[src/rtl/common_pkg.sv]
// Shared NoC defaults, lock-state encoding and credit counter sizing helper.
package common_pkg;

  localparam int DEFAULT_VC_W          = 2;
  localparam int DEFAULT_D_W           = 32;
  localparam int DEFAULT_A_W           = 8;
  localparam int DEFAULT_VC_FIFO_DEPTH = 4;

  typedef enum logic {
    LK_IDLE   = 1'b0,
    LK_LOCKED = 1'b1
  } lock_state_t;

  // Counter must hold DEPTH-1; never narrower than one bit.
  function automatic int credit_cnt_w(input int depth);
    return (depth <= 2) ? 1 : $clog2(depth);
  endfunction

endpackage

[src/rtl/noc_if.sv]
// Point-to-point NoC link: one flit plus one-hot VC target forward, per-VC credits back.
interface noc_if #(
  parameter int VC_W = common_pkg::DEFAULT_VC_W,
  parameter int A_W  = common_pkg::DEFAULT_A_W,
  parameter int D_W  = common_pkg::DEFAULT_D_W
);

  typedef struct packed {
    logic           last;
    logic [D_W-1:0] data;
  } payload_t;

  typedef struct packed {
    logic [A_W-1:0] addr;
  } routeinfo_t;

  typedef struct packed {
    routeinfo_t routeinfo;
    payload_t   payload;
  } packet_t;

  logic [VC_W-1:0] vc_target;
  packet_t         packet;
  logic [VC_W-1:0] vc_credit_gnt;

  modport transmitter (output vc_target, output packet, input vc_credit_gnt);
  modport receiver    (input vc_target, input packet, output vc_credit_gnt);

endinterface

[src/rtl/vc_link_scheduler_rr_arbiter.sv]
// Combinational round-robin arbiter: search starts one past i_ptr and wraps modulo N.
module rr_arbiter #(
  parameter int N = 4,
  localparam int IDX_W = (N > 1) ? $clog2(N) : 1
) (
  input  logic [N-1:0]     i_req,
  input  logic [IDX_W-1:0] i_ptr,
  output logic [N-1:0]     o_gnt,
  output logic [IDX_W-1:0] o_idx
);

  logic [IDX_W-1:0] cand;
  logic             found;

  always_comb begin
    o_gnt = '0;
    o_idx = '0;
    cand  = '0;
    found = 1'b0;
    // k = N revisits i_ptr itself last, so the previous winner has lowest priority.
    for (int k = 1; k <= N; k++) begin
      cand = IDX_W'((int'(i_ptr) + k) % N);
      if (!found && i_req[cand]) begin
        found       = 1'b1;
        o_gnt[cand] = 1'b1;
        o_idx       = cand;
      end
    end
  end

endmodule

[src/rtl/vc_link_scheduler.sv]
// Credit-based per-VC link transmitter: round-robin picks one flit per cycle, optional packet lock.
module vc_link_scheduler
  import common_pkg::*;
#(
  parameter int VC_W     = DEFAULT_VC_W,
  parameter int D_W      = DEFAULT_D_W,
  parameter int A_W      = DEFAULT_A_W,
  parameter int DEPTH    = DEFAULT_VC_FIFO_DEPTH,
  parameter int LOCK_PKT = 0
) (
  input  logic                         clk,
  input  logic                         rst,
  input  logic [VC_W-1:0]              i_v,
  input  logic [VC_W-1:0][A_W+D_W:0]   i_d,
  output logic [VC_W-1:0]              o_b,
  noc_if.transmitter                   to_rx
);

  localparam int FW    = A_W + D_W + 1;
  localparam int IDX_W = (VC_W > 1) ? $clog2(VC_W) : 1;
  localparam int CNT_W = credit_cnt_w(DEPTH);
  localparam logic [CNT_W-1:0] CNT_MAX = CNT_W'(DEPTH - 1);

  logic [CNT_W-1:0] credit_cnt [VC_W];
  logic [VC_W-1:0]  credit_rtn;
  logic [VC_W-1:0]  elig;
  logic [VC_W-1:0]  gnt;
  logic [IDX_W-1:0] gnt_idx;
  logic             any_gnt;
  logic [FW-1:0]    flit_sel;
  logic             sel_last;
  logic [IDX_W-1:0] ptr_p0;

  lock_state_t      lock_state, lock_state_nxt;
  logic [IDX_W-1:0] lock_vc, lock_vc_nxt;
  logic             locked;

  logic [VC_W-1:0]  vc_target_p0;
  logic [FW-1:0]    flit_p0;

  assign credit_rtn = to_rx.vc_credit_gnt;
  assign locked     = (LOCK_PKT != 0) && (lock_state == LK_LOCKED);

  // Eligibility uses the registered count only, so a same-cycle return cannot rescue cnt == 0.
  always_comb begin
    elig = '0;
    for (int v = 0; v < VC_W; v++) begin
      elig[v] = i_v[v] && (credit_cnt[v] != '0) && (!locked || (lock_vc == IDX_W'(v)));
    end
  end

  rr_arbiter #(.N(VC_W)) u_arb (
    .i_req (elig),
    .i_ptr (ptr_p0),
    .o_gnt (gnt),
    .o_idx (gnt_idx)
  );

  assign any_gnt  = |gnt;
  assign flit_sel = i_d[gnt_idx];
  assign sel_last = flit_sel[FW-1];
  assign o_b      = ~gnt;

  // Credit counters: send and return on the same VC cancel; return at full saturates.
  always_ff @(posedge clk or posedge rst) begin
    if (rst) begin
      for (int v = 0; v < VC_W; v++) credit_cnt[v] <= CNT_MAX;
    end else begin
      for (int v = 0; v < VC_W; v++) begin
        if (gnt[v] && !credit_rtn[v]) begin
          credit_cnt[v] <= credit_cnt[v] - 1'b1;
        end else if (!gnt[v] && credit_rtn[v] && (credit_cnt[v] != CNT_MAX)) begin
          credit_cnt[v] <= credit_cnt[v] + 1'b1;
        end
      end
    end
  end

  always_ff @(posedge clk or posedge rst) begin
    if (rst) begin
      ptr_p0 <= IDX_W'(VC_W - 1);
    end else if (any_gnt) begin
      ptr_p0 <= gnt_idx;
    end
  end

  always_ff @(posedge clk or posedge rst) begin
    if (rst) begin
      lock_state <= LK_IDLE;
      lock_vc    <= '0;
    end else begin
      lock_state <= lock_state_nxt;
      lock_vc    <= lock_vc_nxt;
    end
  end

  always_comb begin
    lock_state_nxt = lock_state;
    lock_vc_nxt    = lock_vc;
    case (lock_state)
      LK_IDLE: begin
        if ((LOCK_PKT != 0) && any_gnt && !sel_last) begin
          lock_state_nxt = LK_LOCKED;
          lock_vc_nxt    = gnt_idx;
        end
      end
      LK_LOCKED: begin
        // Only lock_vc can be granted here, so any grant with last closes the packet.
        if (any_gnt && sel_last) lock_state_nxt = LK_IDLE;
      end
      default: lock_state_nxt = LK_IDLE;
    endcase
  end

  // Link stage: flit accepted this cycle is on the link next cycle; idle cycles drive zeros.
  always_ff @(posedge clk or posedge rst) begin
    if (rst) begin
      vc_target_p0 <= '0;
      flit_p0      <= '0;
    end else begin
      vc_target_p0 <= gnt;
      flit_p0      <= any_gnt ? flit_sel : '0;
    end
  end

  assign to_rx.vc_target              = vc_target_p0;
  assign to_rx.packet.payload.last    = flit_p0[FW-1];
  assign to_rx.packet.routeinfo.addr  = flit_p0[FW-2:D_W];
  assign to_rx.packet.payload.data    = flit_p0[D_W-1:0];

`ifdef SIMULATION
  always @(posedge clk) begin
    if (!rst) begin
      assert ($onehot0(vc_target_p0)) else $error("vc_target not one-hot: %b", vc_target_p0);
      assert (!$isunknown(o_b)) else $error("o_b unknown: %b", o_b);
      for (int v = 0; v < VC_W; v++) begin
        assert (!(gnt[v] && (credit_cnt[v] == '0))) else $error("send on VC%0d with zero credit", v);
        assert (!(credit_rtn[v] && (credit_cnt[v] == CNT_MAX)))
          else $error("credit return on VC%0d at full count", v);
      end
    end
  end
`endif

endmodule

[src/flat_wrapper.sv]
// flat-port wrapper written by rule: the top's interface ports become plain ports
module vc_link_scheduler_flat import common_pkg::*;
#(
  parameter int VC_W     = DEFAULT_VC_W,
  parameter int D_W      = DEFAULT_D_W,
  parameter int A_W      = DEFAULT_A_W,
  parameter int DEPTH    = DEFAULT_VC_FIFO_DEPTH,
  parameter int LOCK_PKT = 0
)
  (clk, rst, i_v, i_d, o_b, to_rx_vc_target, to_rx_packet, to_rx_vc_credit_gnt);
  noc_if #(.VC_W(VC_W), .A_W(A_W), .D_W(D_W)) to_rx_i ();
  input  logic clk;
  input  logic rst;
  input  logic [VC_W-1:0] i_v;
  input  logic [VC_W-1:0][A_W+D_W:0] i_d;
  output logic [VC_W-1:0] o_b;
  output wire logic [$bits(to_rx_i.vc_target)-1:0] to_rx_vc_target;
  output wire logic [$bits(to_rx_i.packet)-1:0] to_rx_packet;
  input wire logic [$bits(to_rx_i.vc_credit_gnt)-1:0] to_rx_vc_credit_gnt;
  assign to_rx_vc_target = to_rx_i.vc_target;
  assign to_rx_packet = to_rx_i.packet;
  assign to_rx_i.vc_credit_gnt = to_rx_vc_credit_gnt;
  vc_link_scheduler #(.VC_W(VC_W), .D_W(D_W), .A_W(A_W), .DEPTH(DEPTH), .LOCK_PKT(LOCK_PKT)) u_core (.clk(clk), .rst(rst), .i_v(i_v), .i_d(i_d), .o_b(o_b), .to_rx(to_rx_i));
endmodule
[config.mk]
export PLATFORM = sky130hd
export DESIGN_NAME = vc_link_scheduler_flat
export DESIGN_NICKNAME = d
export VERILOG_FILES = /design/src/rtl/common_pkg.sv /design/src/rtl/noc_if.sv /design/src/rtl/vc_link_scheduler_rr_arbiter.sv /design/src/rtl/vc_link_scheduler.sv /design/src/flat_wrapper.sv
export SDC_FILE = /design/constraint.sdc
export NUM_CORES = 1
export LEC_CHECK = 0
export ABC_AREA = 0
export CAP_MARGIN = 10
export CELL_PAD_IN_SITES_DETAIL_PLACEMENT = 1
export CELL_PAD_IN_SITES_GLOBAL_PLACEMENT = 2
export CORE_MARGIN = 4
export CORE_UTILIZATION = 19
export CTS_BUF_LIST = sky130_fd_sc_hd__clkbuf_4 sky130_fd_sc_hd__clkbuf_8
export CTS_CLUSTER_DIAMETER = 30
export DETAILED_ROUTE_END_ITERATION = 10
export GPL_TIMING_DRIVEN = 0
export PLACE_DENSITY_LB_ADDON = 0.1
export SETUP_SLACK_MARGIN = 0.5
export SYNTH_ARGS = -nofsm -noshare
export SYNTH_HDL_FRONTEND = slang
export SYNTH_HIERARCHICAL = 1
export SYNTH_SLANG_ARGS = --single-unit
[constraint.sdc]
create_clock -name clk -period 1.8 [get_ports clk]
set_clock_uncertainty 0.1 [all_clocks]
set_input_delay 0.36 -clock clk [delete_from_list [all_inputs] [get_ports clk]]
set_output_delay 0.36 -clock clk [all_outputs]
set_load 0.01 [all_outputs]
==> impl_metrics.py, run 1 <==
metrics = {
    "global_route": {
        "busiest_layer": "met2",
        "use_met2_pct": 19.1,
        "grt_usage_pct": 11.1,
        "grt-ovfl-total": 0,
        "grt_pass1_vias": 2106,
        "grt_pass1_wl_um": 11100,
        "grtUsageMet1_pct": 12.3,
        "antenna_found_initial": 0,
        "grtUsageMet3_pct": 5.34,
        "grt_max_degree": 25,
    },
    "logic_synthesis": {
        "ys_async_sr_fraction_pct": 100,
        "yosys-top-cells-area": "dfrtp_1 52%, mux2i_1 21%, nor2_1 7.8%",
        "yosys_register_bits": 48,
        "yosys-top-cells-count": "43 x dfrtp_1, 43 x mux2i_1, 43 x nor2_1",
        "avgSynthCellArea_um2": 12.4,
        "ys_seq_area_share_pct": 58.0,
        "syn_area_um2": 2080,
        "synth_edf_count": 0,
        "ys.flop_type": "dfrtp_1",
        "synth_cells": 168,
        "ys_types": 20,
        "yosysTopAreaCell": "dfrtp_1",
        "yosys_warnings": 6,
        "syn_nets": 256,
        "netlist.area_leader.share_pct": 51.7,
    },
    "power": {
        "power.total_mw": 4.27,
        "p_leak_nw": 1.85,
        "power_density_nw_per_um2": 1050,
        "irDropWorstVdd_mv": 0.314,
    },
    "detailed_routing": {
        "drt_iter0_drc": 38,
        "routedWlPerCell_um": 15.8,
        "viasPerCell": 3.98,
        "postRouteAntennaNets": 0,
        "drcViolationCount": 0,
        "vias": 1866,
        "firstDrtPassIters": 4,
        "wirelength_um": 7400,
    },
    "placed_design": {
        "place_congestion": 0.661,
        "io_buffers": 132,
        "place_hpwl_um": 5070,
        "dpl_cell_area_um2": 3610,
        "place_inst": 436,
    },
    "layout": {
        "antenna_cells": 0,
        "final_cell_area_um2": 4050,
        "area_growth_pct": 94.7,
        "regArea_um2": 1210,
        "multi_input_area_um2": 870,
        "fill_cells": 1155,
        "fin_cells": 469,
        "drive_gt1_share_pct": 35.7,
        "fin_nets": 420,
        "final_util_pct": 38.6,
    },
    "sta": {
        "report.final.slew_viol_count": 0,
        "tightestPinTransition_ns": 0.591,
        "max_slew_margin_pct": 60.5,
        "setup_viol": 42,
        "final.min_clock_period_ns": 1.90,
        "setup_tns_ns": -1.84,
        "worst_slack_ns": -0.0955,
        "maxClockFrequency_mhz": 528,
        "rsz0062_at_grt": "true",
        "fin_crit_sh_pct": 105,
        "hold_viol": 0,
    },
    "clocking": {
        "cts_root_buf": "clkbuf_8",
        "hold_buffers": 0,
        "cts_inserted_buffers": 5,
        "htreeDepth": 2,
        "tritoncts": "yes",
        "clkTransAtPathRegs_ns": 0.09,
        "cts_buffer_depth": 2,
        "insertion_delay_ns": 0.29,
        "cts_sinks": 48,
    },
    "critical_path": {
        "required_ns": 1.93,
        "arrival_ns": 2.02,
        "path_class": "flip-flop to flip-flop",
        "worstSetupEndpointType": "flip-flop",
        "path_max_fanout": 7,
        "cp-start-kind": "flip-flop",
    },
    "run_status": {
        "status": "complete, but fails checks",
        "violations": "negative setup slack",
    },
    "job": {
        "cap_viol_max_count": 0,
    },
    "die": {
        "die-area_um2": 12700,
        "die_h_um": 113,
        "initial_core_util_pct": 19.8,
        "coreArea_um2": 10500,
        "num_rows": 37,
        "die-width_um": 113,
        "pin_count": 133,
    },
    "worst_hold_path": {
        "hp-class": "flip-flop to flip-flop",
    },
}
## cell usage in the layout (no fill, tap or decap)
| master | synthesis | layout |
|---|---|---|
| inv_2 | 0 | 1 |
| nor3b_2 | 0 | 2 |
| nor2_1 | 43 | 41 |
| clkbuf_16 | 0 | 3 |
| mux2i_4 | 0 | 1 |
| nor2_4 | 1 | 3 |
| nor2b_1 | 4 | 1 |
| buf_4 | 1 | 12 |
| buf_2 | 3 | 23 |
| clkbuf_8 | 0 | 7 |
| a21boi_2 | 0 | 1 |
| buf_6 | 1 | 34 |
| mux2_4 | 1 | 1 |
| o21ai_2 | 0 | 1 |
| dfstp_2 | 5 | 5 |
| mux2i_1 | 43 | 33 |
| mux2i_2 | 0 | 9 |
| clkinvlp_4 | 0 | 2 |
| buf_12 | 4 | 6 |
| dfrtp_1 | 43 | 43 |
| o21ai_1 | 2 | 3 |
| clkdlybuf4s50_1 | 0 | 87 |
| nand2_1 | 2 | 2 |
| bufinv_16 | 0 | 1 |
| inv_1 | 4 | 2 |
| a21boi_4 | 0 | 2 |
| and2b_4 | 2 | 2 |
| nor2b_4 | 0 | 3 |
| o31a_1 | 2 | 2 |
## state kept, by name (all words and copies together) (netlist names)
register	cells
u_core/flit_p0	41
u_core/credit_cnt	4
u_core/ptr_p0	1
u_core/to_rx.vc_target	2
## power breakdown
| part | total (mW) | switching, mW | internal (mW) |
|---|---|---|---|
| Clock | 0.850 | 0.360 | 0.491 |
| Sequential | 1.50 | 0.130 | 1.37 |
| Combinational | 1.92 | 0.795 | 1.12 |
## final cells by class
cell class	instances	area share (%)
timing repair inverter	1	0.185
sequential	48	29.8
multi-input combinational	107	21.5
inverter	4	0.463
buffer	9	3.58
clock buffer	7	2.38
tap	136	4.20
clock inverter	1	0.741
timing repair buffer	156	37.2
## critical path: stages, from the launching register on
cell	delay [ns]
dfstp_2	0.57
nor2_4	0.05
nor2b_4	0.12
buf_6	0.12
a21boi_4	0.05
buf_6	0.11
buf_6	0.12
nor2_4	0.14
buf_12	0.15
mux2_4	0.30
## cells by family after synthesis
logic type	synth area share, %
AOI/OAI and AO/OA	2.88
buffers and inverters	6.19
DFF	58.0
muxes	21.4
and+or+nand+nor	11.5
## what timing repair did
item,in CTS,in global routing
setup endpoints to repair,138,88
resized for setup,196,56
gates cloned,1,4
setup buffers,14,6
pin swaps,6,7
## path summary, 6_finish.rpt
path                                           start              endpoint  slack, ns  cells after the start
worst max-delay path            u_core/credit_cnt[2]         u_core/ptr_p0       -0.1                      9
min in group asynchronous                        rst     u_core/flit_p0[7]       0.56                      2
worst min-delay path            u_core/credit_cnt[0]  u_core/credit_cnt[1]       0.53                      3
worst min register to register  u_core/credit_cnt[0]  u_core/credit_cnt[1]       0.53                      3
worst max register to register  u_core/credit_cnt[2]         u_core/ptr_p0       -0.1                      9
max in group asynchronous                        rst  u_core/credit_cnt[1]       0.68                      2
## metal layers
layer	wire [µm]	up-vias
met5	0	-
met4	48	0
met3	723	5
met2	3760	78
met1	2870	900
li1	-	883
## stage by stage
| stage | hold slack (ns) | setup WS (ns) |
|---|---|---|
| after global placement | 0.395 | -0.636 |
| after CTS | 0.538 | -0.0965 |
| final | 0.529 | -0.0955 |
| after floorplan | 0.288 | 0.141 |
| after global routing | 0.550 | -0.155 |
| after detailed placement | 0.400 | -0.641 |
No activity file was read; power rests on OpenSTA's default activity.
==> inputs of run 2 (changes only) <==
Settings changed: CORE_MARGIN 4 to default, CORE_UTILIZATION 19 to 23.
Clock period 1.8 ns to 2.3 ns, I/O delays scaled along.
==> impl_metrics.py, run 2 (synthesis gave the netlist of run 1 again) <==
metrics = {
    "run_status": {
        "status": "finished clean",
    },
    "layout": {
        "final_util_pct": 46.6,
        "fin_cells": 439,
        "fin_nets": 418,
        "multi_input_area_um2": 855,
        "regMostFlops": "u_core/flit_p0",
        "fill_cells": 956,
        "mostFrequentLayoutCells": "124 x clkdlybuf4s50_1, 43 x dfrtp_1, 40 x nor2_1, 34 x mux2i_1, 12 x buf_4",
        "largest_reg_flops": 41,
        "drive_gt1_share_pct": 20.8,
        "regArea_um2": 1210,
        "layout_commonest_cell": "clkdlybuf4s50_1",
        "area_growth_pct": 96.1,
        "antenna_cells": 0,
    },
    "clocking": {
        "cts_inserted_buffers": 5,
        "cts_root_buf": "clkbuf_8",
        "clkTransAtPathRegs_ns": 0.10,
        "cts_buffer_depth": 2,
        "tritoncts": "yes",
        "cts_sinks": 48,
        "htreeDepth": 2,
        "insertion_delay_ns": 0.29,
    },
    "sta": {
        "final.min_clock_period_ns": 1.94,
        "tightestPinTransition_ns": 0.538,
        "fin_crit_sh_pct": 84.5,
        "setup_viol": 0,
        "rsz0062_at_grt": "true",
        "hold_viol": 0,
        "holdWs_ns": 0.418,
        "report.final.slew_viol_count": 0,
        "setup_tns_ns": 0,
        "maxClockFrequency_mhz": 515,
        "max_slew_margin_pct": 64.1,
    },
    "power": {
        "power.total_mw": 3.32,
        "irDropWorstVdd_mv": 0.325,
        "internal-power_mw": 2.35,
        "switchingPower_uw": 975,
        "clockPowerShare_pct": 18.7,
        "swShare_pct": 29.4,
        "power_frac_comb_pct": 46.4,
        "power_density_nw_per_um2": 813,
        "p_seq_share_pct": 34.9,
        "p_leak_nw": 1.83,
    },
    "critical_path": {
        "path_class": "flip-flop to primary output",
        "slowest_delay_ns": 0.56,
        "slowest_stage": "dfstp_2",
        "path_cells": "nor2_4 > nor2b_4 > a21boi_4 > inv_1 > buf_2",
        "cp-start-kind": "flip-flop",
        "worstSetupEndpointType": "primary output",
        "regToRegSetupSlack_ns": 0.40,
        "path_max_fanout": 2,
        "required_ns": 1.74,
        "arrival_ns": 1.38,
    },
    "die": {
        "die_h_um": 97.1,
        "die-width_um": 97.1,
        "initial_core_util_pct": 23.8,
        "num_rows": 34,
        "die-area_um2": 9440,
        "pin_count": 133,
        "coreArea_um2": 8760,
    },
    "job": {
        "cap_viol_max_count": 0,
    },
    "detailed_routing": {
        "firstDrtPassIters": 4,
        "viasPerCell": 4.18,
        "drcViolationCount": 0,
        "drt_iter0_drc": 21,
        "postRouteAntennaNets": 0,
        "wirelength_um": 6480,
        "vias": 1836,
        "routedWlPerCell_um": 14.8,
    },
    "global_route": {
        "grt_pass1_wl_um": 10600,
        "grt_pass1_vias": 1981,
        "grt_usage_pct": 14.5,
        "grt_max_degree": 26,
        "antenna_found_initial": 0,
        "grt-ovfl-total": 0,
    },
    "placed_design": {
        "place_congestion": 0.695,
        "place_inst": 409,
        "place_hpwl_um": 4510,
        "io_buffers": 132,
    },
    "worst_hold_path": {
        "hp-class": "primary input to asynchronous set/reset pin",
    },
}
## run 2: changes by cell type in the layout (fill, tap and decap cells not counted), moves of 3 or more
cell / before / now
clkdlybuf4s50_1: 87 / 124
buf_6: 34 / 8
buf_16: 0 / 4
dlymetal6s2s_1: 0 / 4
clkbuf_16: 3 / 0
buf_2: 23 / 2
## run 2: cell type report
cell class / count / area share [%]
Timing Repair Buffer: 155 / 39.9
Sequential cell: 48 / 29.6
Multi-Input combinational cell: 107 / 20.9
Tap cell: 108 / 3.31
Buffer: 9 / 3.16
Clock buffer: 6 / 1.87
Clock inverter: 2 / 0.858
Inverter: 4 / 0.368
## run 2: repair_timing
item / CTS / global route
hold buffers: 0 / 0
endpoints found under the hold margin: 0 / 0
pin swaps: 2 / 5
buffers inserted: 14 / 3
gates resized for setup: 41 / 18
gates cloned: 5 / 0
endpoints found under the setup margin: 48 / 49
## run 2: path summary, 6_finish.rpt
kind / depth (start not counted) / start / to
min reg2reg: 3 / u_core/credit_cnt[0] / u_core/credit_cnt[1]
max reg2reg: 9 / u_core/credit_cnt[1] / u_core/flit_p0[27]
max: 5 / u_core/credit_cnt[2] / o_b[0]
max in group asynchronous: 3 / rst / u_core/credit_cnt[3]
min: 2 / rst / u_core/flit_p0[7]
min in group clk: 3 / u_core/credit_cnt[0] / u_core/credit_cnt[1]
## run 2: power by group through the flow
stage | logic, mW | registers, mW | clock network, mW
5_1_grt | 1.66 | 1.19 | 0.681
4_1_cts | 1.52 | 1.16 | 0.653
3_3_place_gp | 1.22 | 1.16 | 0
6_report | 1.54 | 1.16 | 0.621
2_1_floorplan | 0.488 | 1.25 | 0
3_5_place_dp | 1.23 | 1.17 | 0
## run 2: metrics by stage
stage	setup slack, ns	cell area (µm²)
detailed placement	-0.506	3560
global placement	-0.520	3540
global route	0.277	4080
floorplan	0.458	2080
CTS	0.339	4000
finish	0.356	4080
## run 2: per-layer routing
| layer | GRT usage (%) | vias to the layer above | share of wire, % |
|---|---|---|---|
| met5 | 0 | - | 0 |
| met2 | 24.1 | 83 | 49 |
| met4 | 3.79 | 0 | 0.97 |
| met1 | 17.4 | 872 | 41 |
| met3 | 5.83 | 7 | 9.0 |
| li1 | - | 874 | - |
## run 2: worst max-delay path, delay by kind of cell (launching register included)
| family | cells | cell delay [ns] |
|---|---|---|
| compound gates | 1 | 0.19 |
| buf+inv | 2 | 0.18 |
| flops | 1 | 0.56 |
| simple gates | 2 | 0.15 |
==> inputs of run 3 (changes only) <==
Settings changed: CORE_UTILIZATION 23 to 19.
Clock period 2.3 ns to 1.6 ns, I/O delays scaled along.
==> impl_metrics.py, run 3 (synthesis gave the netlist of run 1 again) <==
metrics = {
    "run_status": {
        "status": "complete, but fails checks",
        "violations": "negative setup slack",
    },
    "clocking": {
        "cts_buffer_depth": 2,
        "clkTransAtPathRegs_ns": 0.09,
        "cts_sinks": 48,
        "cts_inserted_buffers": 5,
        "hold_buffers": 0,
        "tritoncts": "yes",
        "cts_root_buf": "clkbuf_8",
        "insertion_delay_ns": 0.29,
        "htreeDepth": 2,
    },
    "worst_hold_path": {
        "hp-class": "primary input to asynchronous set/reset pin",
    },
    "sta": {
        "report.final.slew_viol_count": 0,
        "setup_viol": 48,
        "hold_viol": 0,
        "worst_slack_ns": -0.268,
        "maxClockFrequency_mhz": 535,
        "max_slew_margin_pct": 61.8,
        "final.min_clock_period_ns": 1.87,
        "fin_crit_sh_pct": 117,
        "rsz0062_at_grt": "true",
        "tightestPinTransition_ns": 0.570,
    },
    "die": {
        "die_h_um": 107,
        "die-width_um": 107,
        "coreArea_um2": 10500,
        "initial_core_util_pct": 19.9,
        "num_rows": 37,
        "pin_count": 133,
        "die-area_um2": 11400,
    },
    "detailed_routing": {
        "routedWlPerCell_um": 15.1,
        "drcViolationCount": 0,
        "postRouteAntennaNets": 0,
        "wirelength_um": 7050,
        "viasPerCell": 3.90,
        "vias": 1824,
        "drt_iter0_drc": 28,
        "firstDrtPassIters": 4,
    },
    "critical_path": {
        "required_ns": 1.69,
        "path_class": "flip-flop to flip-flop",
        "slowest_delay_ns": 0.39,
        "arrival_ns": 1.96,
        "r2r-end": "u_core/flit_p0[10]",
        "crit_family": "buffers and inverters",
        "path_cells": "nor2_4 > nor2b_4 > buf_4 > buf_4 > a21boi_2 > buf_12 > buf_12 > mux2i_4 > nor2_1",
        "cp-start-kind": "flip-flop",
        "regToRegSetupSlack_ns": -0.27,
        "timing.critical_path.buf_inv": 4,
        "worstSetupEndpointType": "flip-flop",
        "path_max_fanout": 9,
        "r2r_cells": 9,
        "slowest_stage": "dfstp_2",
        "r2r_start": "u_core/credit_cnt[3]",
    },
    "placed_design": {
        "place_congestion": 0.649,
        "post-place-ws_ns": -0.750,
        "place_inst": 436,
        "place_hpwl_um": 4790,
        "io_buffers": 132,
    },
    "power": {
        "irDropWorstVdd_mv": 0.409,
        "p_leak_nw": 1.86,
        "power_density_nw_per_um2": 1150,
    },
    "global_route": {
        "grt_usage_pct": 12.1,
        "grt_pass1_vias": 1986,
        "grt-ovfl-total": 0,
        "grt_max_degree": 25,
        "antenna_found_initial": 0,
        "grt_pass1_wl_um": 10400,
    },
    "layout": {
        "layout_commonest_cell": "clkdlybuf4s50_1",
        "fin_cells": 468,
        "final_util_pct": 38.9,
        "mostFrequentLayoutCells": "86 x clkdlybuf4s50_1, 43 x dfrtp_1, 41 x mux2i_1, 41 x nor2_1, 36 x buf_6",
        "antenna_cells": 0,
        "regMostFlops": "u_core/flit_p0",
        "drive_gt1_share_pct": 33.1,
        "largest_reg_flops": 41,
        "area_growth_pct": 95.4,
        "fin_nets": 419,
    },
    "job": {
        "cap_viol_max_count": 0,
    },
}
## run 3: repair_timing
item	CTS	global route
pin swaps	3	5
hold endpoints to repair	0	0
gates resized for setup	224	24
endpoints found under the setup margin	141	104
buffers inserted	14	3
gates cloned	4	3
## run 3: worst max path at each step
stage                               from            endpoint  slack, ns  cells past startpoint
floorplan           u_core/credit_cnt[0]  u_core/flit_p0[10]      -0.06                      7
global placement                  i_v[1]              o_b[1]      -0.75                      5
detailed placement                i_v[1]              o_b[1]      -0.75                      5
CTS                 u_core/credit_cnt[0]              o_b[1]      -0.26                      5
global route        u_core/credit_cnt[3]   u_core/flit_p0[7]      -0.36                      9
finish              u_core/credit_cnt[3]  u_core/flit_p0[10]      -0.27                      9
## run 3: layout make-up
type / instances / area, µm²
clock buffers: 8 / 97.6
multi-input cells: 107 / 846
repair buffers: 154 / 1560
inverters: 4 / 18.8
well taps: 136 / 170
repair inverters: 2 / 12.5
plain buffers: 9 / 160
fillers: 1149 / 6390
flip-flops and latches: 48 / 1210
## run 3: layer usage
layer	wire length, µm	global-route usage (%)
met4	36	3.82
met1	2920	13.6
met3	488	3.40
met2	3600	21.9
met5	0	0
## run 3: power breakdown
part	total, mW	switching, mW	internal (mW)
Combinational	2.19	0.882	1.31
Clock	0.788	0.400	0.388
Sequential	1.70	0.152	1.54
## run 3: metrics by stage
step                total power [mW]  hold slack, ns  setup TNS (ns)  instance area [µm²]
global placement                3.48           0.398          -25.94                 3610
CTS                             4.56           0.464           -7.46                 3870
floorplan                       2.54           0.248           -2.33                 2110
finish                          4.68          0.0656          -10.37                 4070
global route                    4.98          0.0907          -14.53                 4070
detailed placement              3.49           0.407          -25.77                 3610
## run 3: worst reg2reg max path, cell delays in order (launching register included)
cell	delay (ns)
dfstp_2	0.39
nor2_4	0.15
nor2b_4	0.06
buf_4	0.13
buf_4	0.12
a21boi_2	0.18
buf_12	0.19
buf_12	0.15
mux2i_4	0.23
nor2_1	0.05
